===== src/rtl/fmcropping.sv =====
// Feature-map cropping: consumes a SIMD-folded feature map stream and forwards only
// the words whose X/Y position lies inside a runtime-configurable window.
module fmcropping #(
    parameter int XCOUNTER_BITS = 8,
    parameter int YCOUNTER_BITS = 8,
    parameter int NUM_CHANNELS  = 4,
    parameter int SIMD          = 2,
    parameter int ELEM_BITS     = 8,
    parameter int INIT_XON      = 1,
    parameter int INIT_XOFF     = 5,
    parameter int INIT_XEND     = 5,
    parameter int INIT_YON      = 1,
    parameter int INIT_YOFF     = 5,
    parameter int INIT_YEND     = 5,
    localparam int STREAM_BITS  = 8 * ((SIMD * ELEM_BITS + 7) / 8)
) (
    input  logic                   ap_clk,
    input  logic                   ap_rst_n,
    input  logic                   we,
    input  logic [2:0]             wa,
    input  logic [31:0]            wd,
    output logic                   s_axis_tready,
    input  logic                   s_axis_tvalid,
    input  logic [STREAM_BITS-1:0] s_axis_tdata,
    input  logic                   m_axis_tready,
    output logic                   m_axis_tvalid,
    output logic [STREAM_BITS-1:0] m_axis_tdata
);

    localparam int SF    = NUM_CHANNELS / SIMD;
    localparam int SBITS = (SF > 1) ? $clog2(SF) : 1;
    localparam logic [SBITS-1:0] S_LAST = SBITS'(SF - 1);

    if (NUM_CHANNELS < 1 || (NUM_CHANNELS % SIMD) != 0) begin : g_bad_channels
        $error("fmcropping: NUM_CHANNELS must be >= 1 and a multiple of SIMD");
    end
    if (INIT_XON >= (1 << XCOUNTER_BITS) || INIT_XOFF >= (1 << XCOUNTER_BITS) ||
        INIT_XEND >= (1 << XCOUNTER_BITS)) begin : g_bad_xinit
        $error("fmcropping: INIT_X* value exceeds XCOUNTER_BITS");
    end
    if (INIT_YON >= (1 << YCOUNTER_BITS) || INIT_YOFF >= (1 << YCOUNTER_BITS) ||
        INIT_YEND >= (1 << YCOUNTER_BITS)) begin : g_bad_yinit
        $error("fmcropping: INIT_Y* value exceeds YCOUNTER_BITS");
    end
    if (INIT_XOFF <= INIT_XON || INIT_YOFF <= INIT_YON) begin : g_empty_window
        $warning("fmcropping: initial crop window is empty");
    end

    logic [XCOUNTER_BITS-1:0] xon_q, xon_d, xoff_q, xoff_d, xend_q, xend_d;
    logic [YCOUNTER_BITS-1:0] yon_q, yon_d, yoff_q, yoff_d, yend_q, yend_d;
    logic [SBITS-1:0]         s_cnt_q, s_cnt_d;
    logic [XCOUNTER_BITS-1:0] x_cnt_q, x_cnt_d;
    logic [YCOUNTER_BITS-1:0] y_cnt_q, y_cnt_d;
    logic                     a_vld_q, a_vld_d, b_vld_q, b_vld_d;
    logic [STREAM_BITS-1:0]   a_dat_q, a_dat_d, b_dat_q, b_dat_d;

    logic hs, xen, yen, fwd;
    logic unused_wd;

    assign unused_wd = ^wd;

    always_comb begin
        xon_d  = xon_q;
        xoff_d = xoff_q;
        xend_d = xend_q;
        yon_d  = yon_q;
        yoff_d = yoff_q;
        yend_d = yend_q;
        if (we) begin
            case (wa)
                3'd0:    xon_d  = wd[XCOUNTER_BITS-1:0];
                3'd1:    xoff_d = wd[XCOUNTER_BITS-1:0];
                3'd2:    xend_d = wd[XCOUNTER_BITS-1:0];
                3'd4:    yon_d  = wd[YCOUNTER_BITS-1:0];
                3'd5:    yoff_d = wd[YCOUNTER_BITS-1:0];
                3'd6:    yend_d = wd[YCOUNTER_BITS-1:0];
                default: ;
            endcase
        end
    end

`ifndef SYNTHESIS
    always @(posedge ap_clk) begin
        if (ap_rst_n && we && (wa == 3'd3 || wa == 3'd7))
            $warning("fmcropping: illegal config address %0d ignored", wa);
    end
`endif

    // Window decision uses the position of the current word, before the counters step.
    always_comb begin
        hs  = s_axis_tvalid && s_axis_tready;
        xen = hs && (s_cnt_q == '0);
        yen = xen && (x_cnt_q == xend_q);
        fwd = (x_cnt_q >= xon_q) && (x_cnt_q < xoff_q) &&
              (y_cnt_q >= yon_q) && (y_cnt_q < yoff_q);

        s_cnt_d = s_cnt_q;
        x_cnt_d = x_cnt_q;
        y_cnt_d = y_cnt_q;
        if (hs)
            s_cnt_d = (s_cnt_q == '0) ? S_LAST : s_cnt_q - 1'b1;
        if (xen)
            x_cnt_d = (x_cnt_q == xend_q) ? '0 : x_cnt_q + 1'b1;
        if (yen)
            y_cnt_d = (y_cnt_q == yend_q) ? '0 : y_cnt_q + 1'b1;
    end

    // A handshake implies A is empty, so a new word may always overwrite B after the A->B move.
    always_comb begin
        a_vld_d = a_vld_q;
        a_dat_d = a_dat_q;
        b_vld_d = b_vld_q;
        b_dat_d = b_dat_q;
        if (!b_vld_q || m_axis_tready) begin
            b_vld_d = a_vld_q;
            b_dat_d = a_dat_q;
            a_vld_d = 1'b0;
        end
        if (hs && fwd) begin
            if (!b_vld_q || m_axis_tready) begin
                b_vld_d = 1'b1;
                b_dat_d = s_axis_tdata;
            end else begin
                a_vld_d = 1'b1;
                a_dat_d = s_axis_tdata;
            end
        end
    end

    always_ff @(posedge ap_clk or negedge ap_rst_n) begin
        if (!ap_rst_n) begin
            xon_q   <= XCOUNTER_BITS'(INIT_XON);
            xoff_q  <= XCOUNTER_BITS'(INIT_XOFF);
            xend_q  <= XCOUNTER_BITS'(INIT_XEND);
            yon_q   <= YCOUNTER_BITS'(INIT_YON);
            yoff_q  <= YCOUNTER_BITS'(INIT_YOFF);
            yend_q  <= YCOUNTER_BITS'(INIT_YEND);
            s_cnt_q <= S_LAST;
            x_cnt_q <= '0;
            y_cnt_q <= '0;
            a_vld_q <= 1'b0;
            a_dat_q <= '0;
            b_vld_q <= 1'b0;
            b_dat_q <= '0;
        end else begin
            xon_q   <= xon_d;
            xoff_q  <= xoff_d;
            xend_q  <= xend_d;
            yon_q   <= yon_d;
            yoff_q  <= yoff_d;
            yend_q  <= yend_d;
            s_cnt_q <= s_cnt_d;
            x_cnt_q <= x_cnt_d;
            y_cnt_q <= y_cnt_d;
            a_vld_q <= a_vld_d;
            a_dat_q <= a_dat_d;
            b_vld_q <= b_vld_d;
            b_dat_q <= b_dat_d;
        end
    end

    assign s_axis_tready = !a_vld_q;
    assign m_axis_tvalid = b_vld_q;
    assign m_axis_tdata  = b_dat_q;

endmodule


===== config.mk =====
export PLATFORM = sky130hd
export DESIGN_NAME = fmcropping
export DESIGN_NICKNAME = d
export VERILOG_FILES = /design/src/rtl/fmcropping.sv
export SDC_FILE = /design/constraint.sdc
export NUM_CORES = 1
export LEC_CHECK = 0
export ABC_CLOCK_PERIOD_IN_PS = 2700
export BUFFER_PORTS_ARGS = -buffer_cell sky130_fd_sc_hd__clkbuf_2
export CAP_MARGIN = 20
export CORE_MARGIN = 2
export CORE_UTILIZATION = 52
export CTS_CLUSTER_DIAMETER = 150
export DETAILED_ROUTE_END_ITERATION = 6
export GPL_ROUTABILITY_DRIVEN = 0
export PLACE_DENSITY = 0.79
export SYNTH_ARGS = -nofsm -noshare
export SYNTH_HDL_FRONTEND = slang
export SYNTH_SLANG_ARGS = --single-unit

===== constraint.sdc =====
create_clock -name ap_clk -period 2.7 [get_ports ap_clk]
set_clock_uncertainty 0.15 [all_clocks]
set_input_delay 0.27 -clock ap_clk [delete_from_list [all_inputs] [get_ports ap_clk]]
set_output_delay 0.27 -clock ap_clk [all_outputs]
set_load 0.02 [all_outputs]

---- Yosys cells after proc, flatten, opt, wreduce, memory -nomap -nowiden ----
Index checks and enable logic that the tools add are counted.
operators by class
  shift operators ......................... 0
  bitwise gates (word level) .............. 2
  order comparisons ....................... 4
  div/mod/pow operators ................... 0
  add/sub/neg operators ................... 3
  multiplexer cells ....................... 12
  reductions and logical operators ........ 18
  $mul .................................... 0
  equal/unequal tests ..................... 7
operators by type and width
  operator                                                                number
  16-bit two-way mux                                                      3
  8-bit by 1-bit adder with 8-bit output (second input constant)          2
  8-bit equality test                                                     2
  8-bit >= comparator                                                     2
  8-bit less-than comparator                                              2
  8-bit two-way mux                                                       2
  2-bit AND reduction                                                     7
  3-bit equality test (second input constant)                             3
  1-bit logical AND                                                       7
  1-bit two-way mux                                                       7
  3-bit by 1-bit equality test with 1-bit output (second input constant)  1
  3-bit by 2-bit equality test with 1-bit output (second input constant)  1
  3-bit logical NOT                                                       1
  1-bit logical NOT                                                       2
  1-bit inverter                                                          2
  1-bit logical OR                                                        1
  1-bit subtractor (second input constant)                                1
word-level totals
  bits of input ports ..................... 56
  memories kept ........................... 0
  output and inout port bits .............. 18
  latch bits .............................. 0
  memory bits (writable) .................. 0
  register bits after elaboration ......... 99
  logic and storage cells ................. 59
  memory bits (read-only) ................. 0

---- Logic depth before layout (Yosys ltp) ----
  depth after elaboration ................. 6
  gate-level depth with buffers ........... 9

---- Worst setup path after synthesis ----
Ideal clock, no wire load.
  kind .................................... register to register
  start point ............................. reg yoff_q[2]
  end point ............................... reg a_dat_q[10]
  library setup time ...................... 125 ps
  stages on the path, launching flop included .. 10
  clock period less this slack ............ 2,722 ps
  arrival ................................. 2,447 ps
  path slack .............................. -22 ps
  data required time ...................... 2,425 ps
  path buffers ............................ 1
  path through ............................ dfstp_2 -> inv_1 -> ha_1 -> a211oi_1 -> o21ai_0 -> a221oi_2 -> o221ai_2 -> nor3_4 -> buf_12 -> mux2_4
between the ends
  word-level cells in the longest chain between the ends .. 4
ends and longest elaborated chain
  element                        RTL line  text
  from (decl)                    50        logic [YCOUNTER_BITS-1:0] yon_q, yon_d, yoff_q, yoff_d, yend_q, yend_d;
  from (signal assigned)         136       yoff_q <= YCOUNTER_BITS'(INIT_YOFF);
  from (signal assigned)         150       yoff_q <= yoff_d;
  8-bit less-than comparator     95        (y_cnt_q >= yon_q) && (y_cnt_q < yoff_q);
  1-bit logical AND              95
  1-bit logical AND              119       if (hs && fwd) begin
  2-bit AND reduction (no line)  n/a
  to (signal assigned)           156       a_dat_q <= a_dat_d;
  to (decl)                      55        logic [STREAM_BITS-1:0] a_dat_q, a_dat_d, b_dat_q, b_dat_d;
No other way between the ends.
A chain may end at the register's enable or synchronous reset.

---- Worst setup path in the final report ----
  start point ............................. reg yoff_q[2]
  end point ............................... reg a_dat_q[2]
The elaborated chain is that of the path after synthesis.

==> results_dict.tcl <==
set metrics [dict create \
    outcome "finished clean" \
    hold_depth 2 \
    max_slew.worst_pin.slew_ns 0.924 \
    netlist-cell-type-count 47 \
    antenna_found_initial 0 \
    drive_above_1_share 0.311 \
    synth_edf_count 0 \
    final_common_cell "dfrtp_1" \
    fin_area_um2 6180 \
    cts_inserted_buffers 9 \
    nets 663 \
    area_delta_synth_final_pct 23.0 \
    final_max_slew_viol_count 0 \
    wl_um 12100 \
    portBuffers 49 \
    arrival_ns 2.80 \
    path_clk_slew_ns 0.10 \
    worstSetupPathType "register to register" \
    cp.required_ns 2.80 \
    grt_usage 0.248 \
    period_needed_ns 2.69 \
    worst_setup_path_start_kind "register" \
    max_freq_mhz 371 \
    firstDrtPassIters 4 \
    clockBufferDepth 2 \
    p_leak_nw 2.96 \
    grt_max_degree 74 \
    endpoint_kind "register" \
    wire_per_inst_um 17.1 \
    rows 35 \
    setup_slack_ns 0.00510 \
    dr_total_vias 3925 \
    vdd_drop_max_v 0.000508 \
    rsz0062_at_grt "true" \
    min_path_type "input pin to register" \
    placed_cells 678 \
    synthCells 473 \
    slew_headroom 0.384 \
    setup_viol 0 \
    synth-async-reset-ratio 1.00 \
    pin_count 74 \
    layout_common_cells "dfrtp_1, o21ai_0, clkbuf_2, nand2_1, buf_4" \
    holdWs_ns 0.0177 \
    ys_warn_count 0 \
    core_area_um2 9330 \
    ant_nets 0 \
    first_global_vias 4101 \
    ys_ff_latch 99 \
    fin_cells 708 \
    dp_slack_ns -0.547 \
    crit_fanout 8 \
    num_antenna_cells 0 \
    synth_fp_nets 561 \
    hold_viol_final 0 \
    drt_first_iter_violations 237 \
    cts-root-buf "clkbuf_8" \
    vias_per_cell 5.54 \
    drc_errors 0 \
    die-area_um2 10500 \
    die_w_um 102 \
    cts_tree "yes" \
    clock-sinks 99 \
    hpwl_um 8200 \
    dominantRegCellSynth "dfrtp_1" \
    start_util 0.539 \
    insertion_delay_ns 0.37 \
    seq_area_frac_synth 0.496 \
    placed_area_um2 5670 \
    overflow 0 \
    htreeDepth 3 \
    post-route-period-util 0.998 \
    grt_first_pass_wirelength_um 19800 \
    regToRegSetupSlack_ns 0.005 \
    postSynthAreaPerCell_um2 10.6 \
    cellPowerDensity_nw_per_um2 676 \
    drv_cap 0 \
    dieHeight_um 102 \
    syn_area_um2 5030 \
    reg2reg_depth 10 \
]
[layout make-up]
class	count	area (um^2)
fillers	694	3150
well taps	129	161
inverters	36	135
flip-flops and latches	99	2490
clock buffers	11	151
repair buffers	105	747
multi-input cells	324	2470
clock inverters	4	26.3
[critical path: stages (launching register included)]
cell	delay, ns
dfstp_2	0.55
inv_2	0.04
ha_4	0.21
a211oi_2	0.21
o21ai_2	0.12
a221oi_4	0.30
o221ai_4	0.18
nor3_4	0.24
buf_12	0.14
buf_12	0.13
mux2_4	0.30
[flip-flops by register name (all words and copies together) (netlist names)]
register	cells
a_dat_q	16
m_axis_tdata	16
x_cnt_q	8
xend_q	8
xoff_q	8
xon_q	8
y_cnt_q	8
yend_q	8
yoff_q	8
yon_q	8
a_vld_q	1
m_axis_tvalid	1
s_cnt_q	1
[final timing paths]
path,start,end
setup / recovery,yoff_q[2],a_dat_q[2]
hold / removal,s_axis_tdata[6],a_dat_q[6]
setup reg to reg,yoff_q[2],a_dat_q[2]
hold reg to reg,s_cnt_q,s_cnt_q
max in group asynchronous,ap_rst_n,a_dat_q[1]
min in group asynchronous,ap_rst_n,m_axis_tvalid
[per-stage QoR]
stage,util,total power [W],TNS [ns]
after floorplan,-,0.00259,-0.00392
after CTS,0.656,0.00416,-0.137
after global routing,0.663,0.00443,-0.752
after detailed placement,0.608,0.00312,-8.97
final,0.663,0.00418,0
after global placement,0.608,0.00304,-6.56
[repair_timing]
item / in CTS / in global routing
setup buffers: 3 / 0
gates resized for setup: 14 / 12
hold endpoints to repair: 74 / 1
gates cloned: 1 / 0
endpoints found under the setup margin: 34 / 22
hold buffers: 11 / 1
pin swaps: 4 / 6
[where the power goes]
group,internal [W],switching [W]
combinational,0.000678,0.000737
clock,0.000379,0.000511
sequential,0.00174,0.000138
[cell families after synthesis]
| family | Yosys count | share of synthesized area |
|---|---|---|
| multiplexers | 44 | 0.106 |
| flip-flops | 99 | 0.496 |
| AO/OA/AOI/OAI | 98 | 0.117 |
| buffers and inverters | 50 | 0.0421 |
| adder cells (fa/ha/maj) | 32 | 0.0796 |
| XOR/XNOR | 20 | 0.0348 |
| AND/OR/NAND/NOR | 130 | 0.125 |
[cell usage after synthesis, types with 2 or more instances]
library cell | count | area (um^2)
a2111oi_0 | 2 | 17.5
a21o_1 | 2 | 15.0
a21oi_1 | 8 | 40.0
a31oi_1 | 17 | 106
and3_1 | 3 | 18.8
clkbuf_1 | 12 | 45.0
dfrtp_1 | 88 | 2200
dfstp_2 | 11 | 289
ha_1 | 32 | 400
inv_1 | 36 | 135
mux2_2 | 33 | 372
mux2_4 | 10 | 150
nand2_1 | 45 | 169
nand2b_1 | 8 | 50.1
nand3_1 | 19 | 95.1
nand4_1 | 7 | 43.8
nand4b_1 | 2 | 17.5
nor2_1 | 27 | 101
nor2b_1 | 2 | 12.5
nor3_1 | 5 | 25.0
nor4_1 | 3 | 18.8
o21a_1 | 3 | 22.5
o21ai_0 | 51 | 255
o22ai_1 | 2 | 12.5
o31ai_1 | 3 | 22.5
or3_1 | 3 | 18.8
xnor2_1 | 9 | 78.8
xor2_1 | 11 | 96.3
[metal layers]
metal,vias to the layer above,part of all wire,GRT usage
met5,-,0,0
met4,0,0.021,0.0985
met3,19,0.038,0.0465
met2,112,0.51,0.427
met1,1928,0.43,0.308
li1,1866,-,-
(Power assumes the default switching activity.)
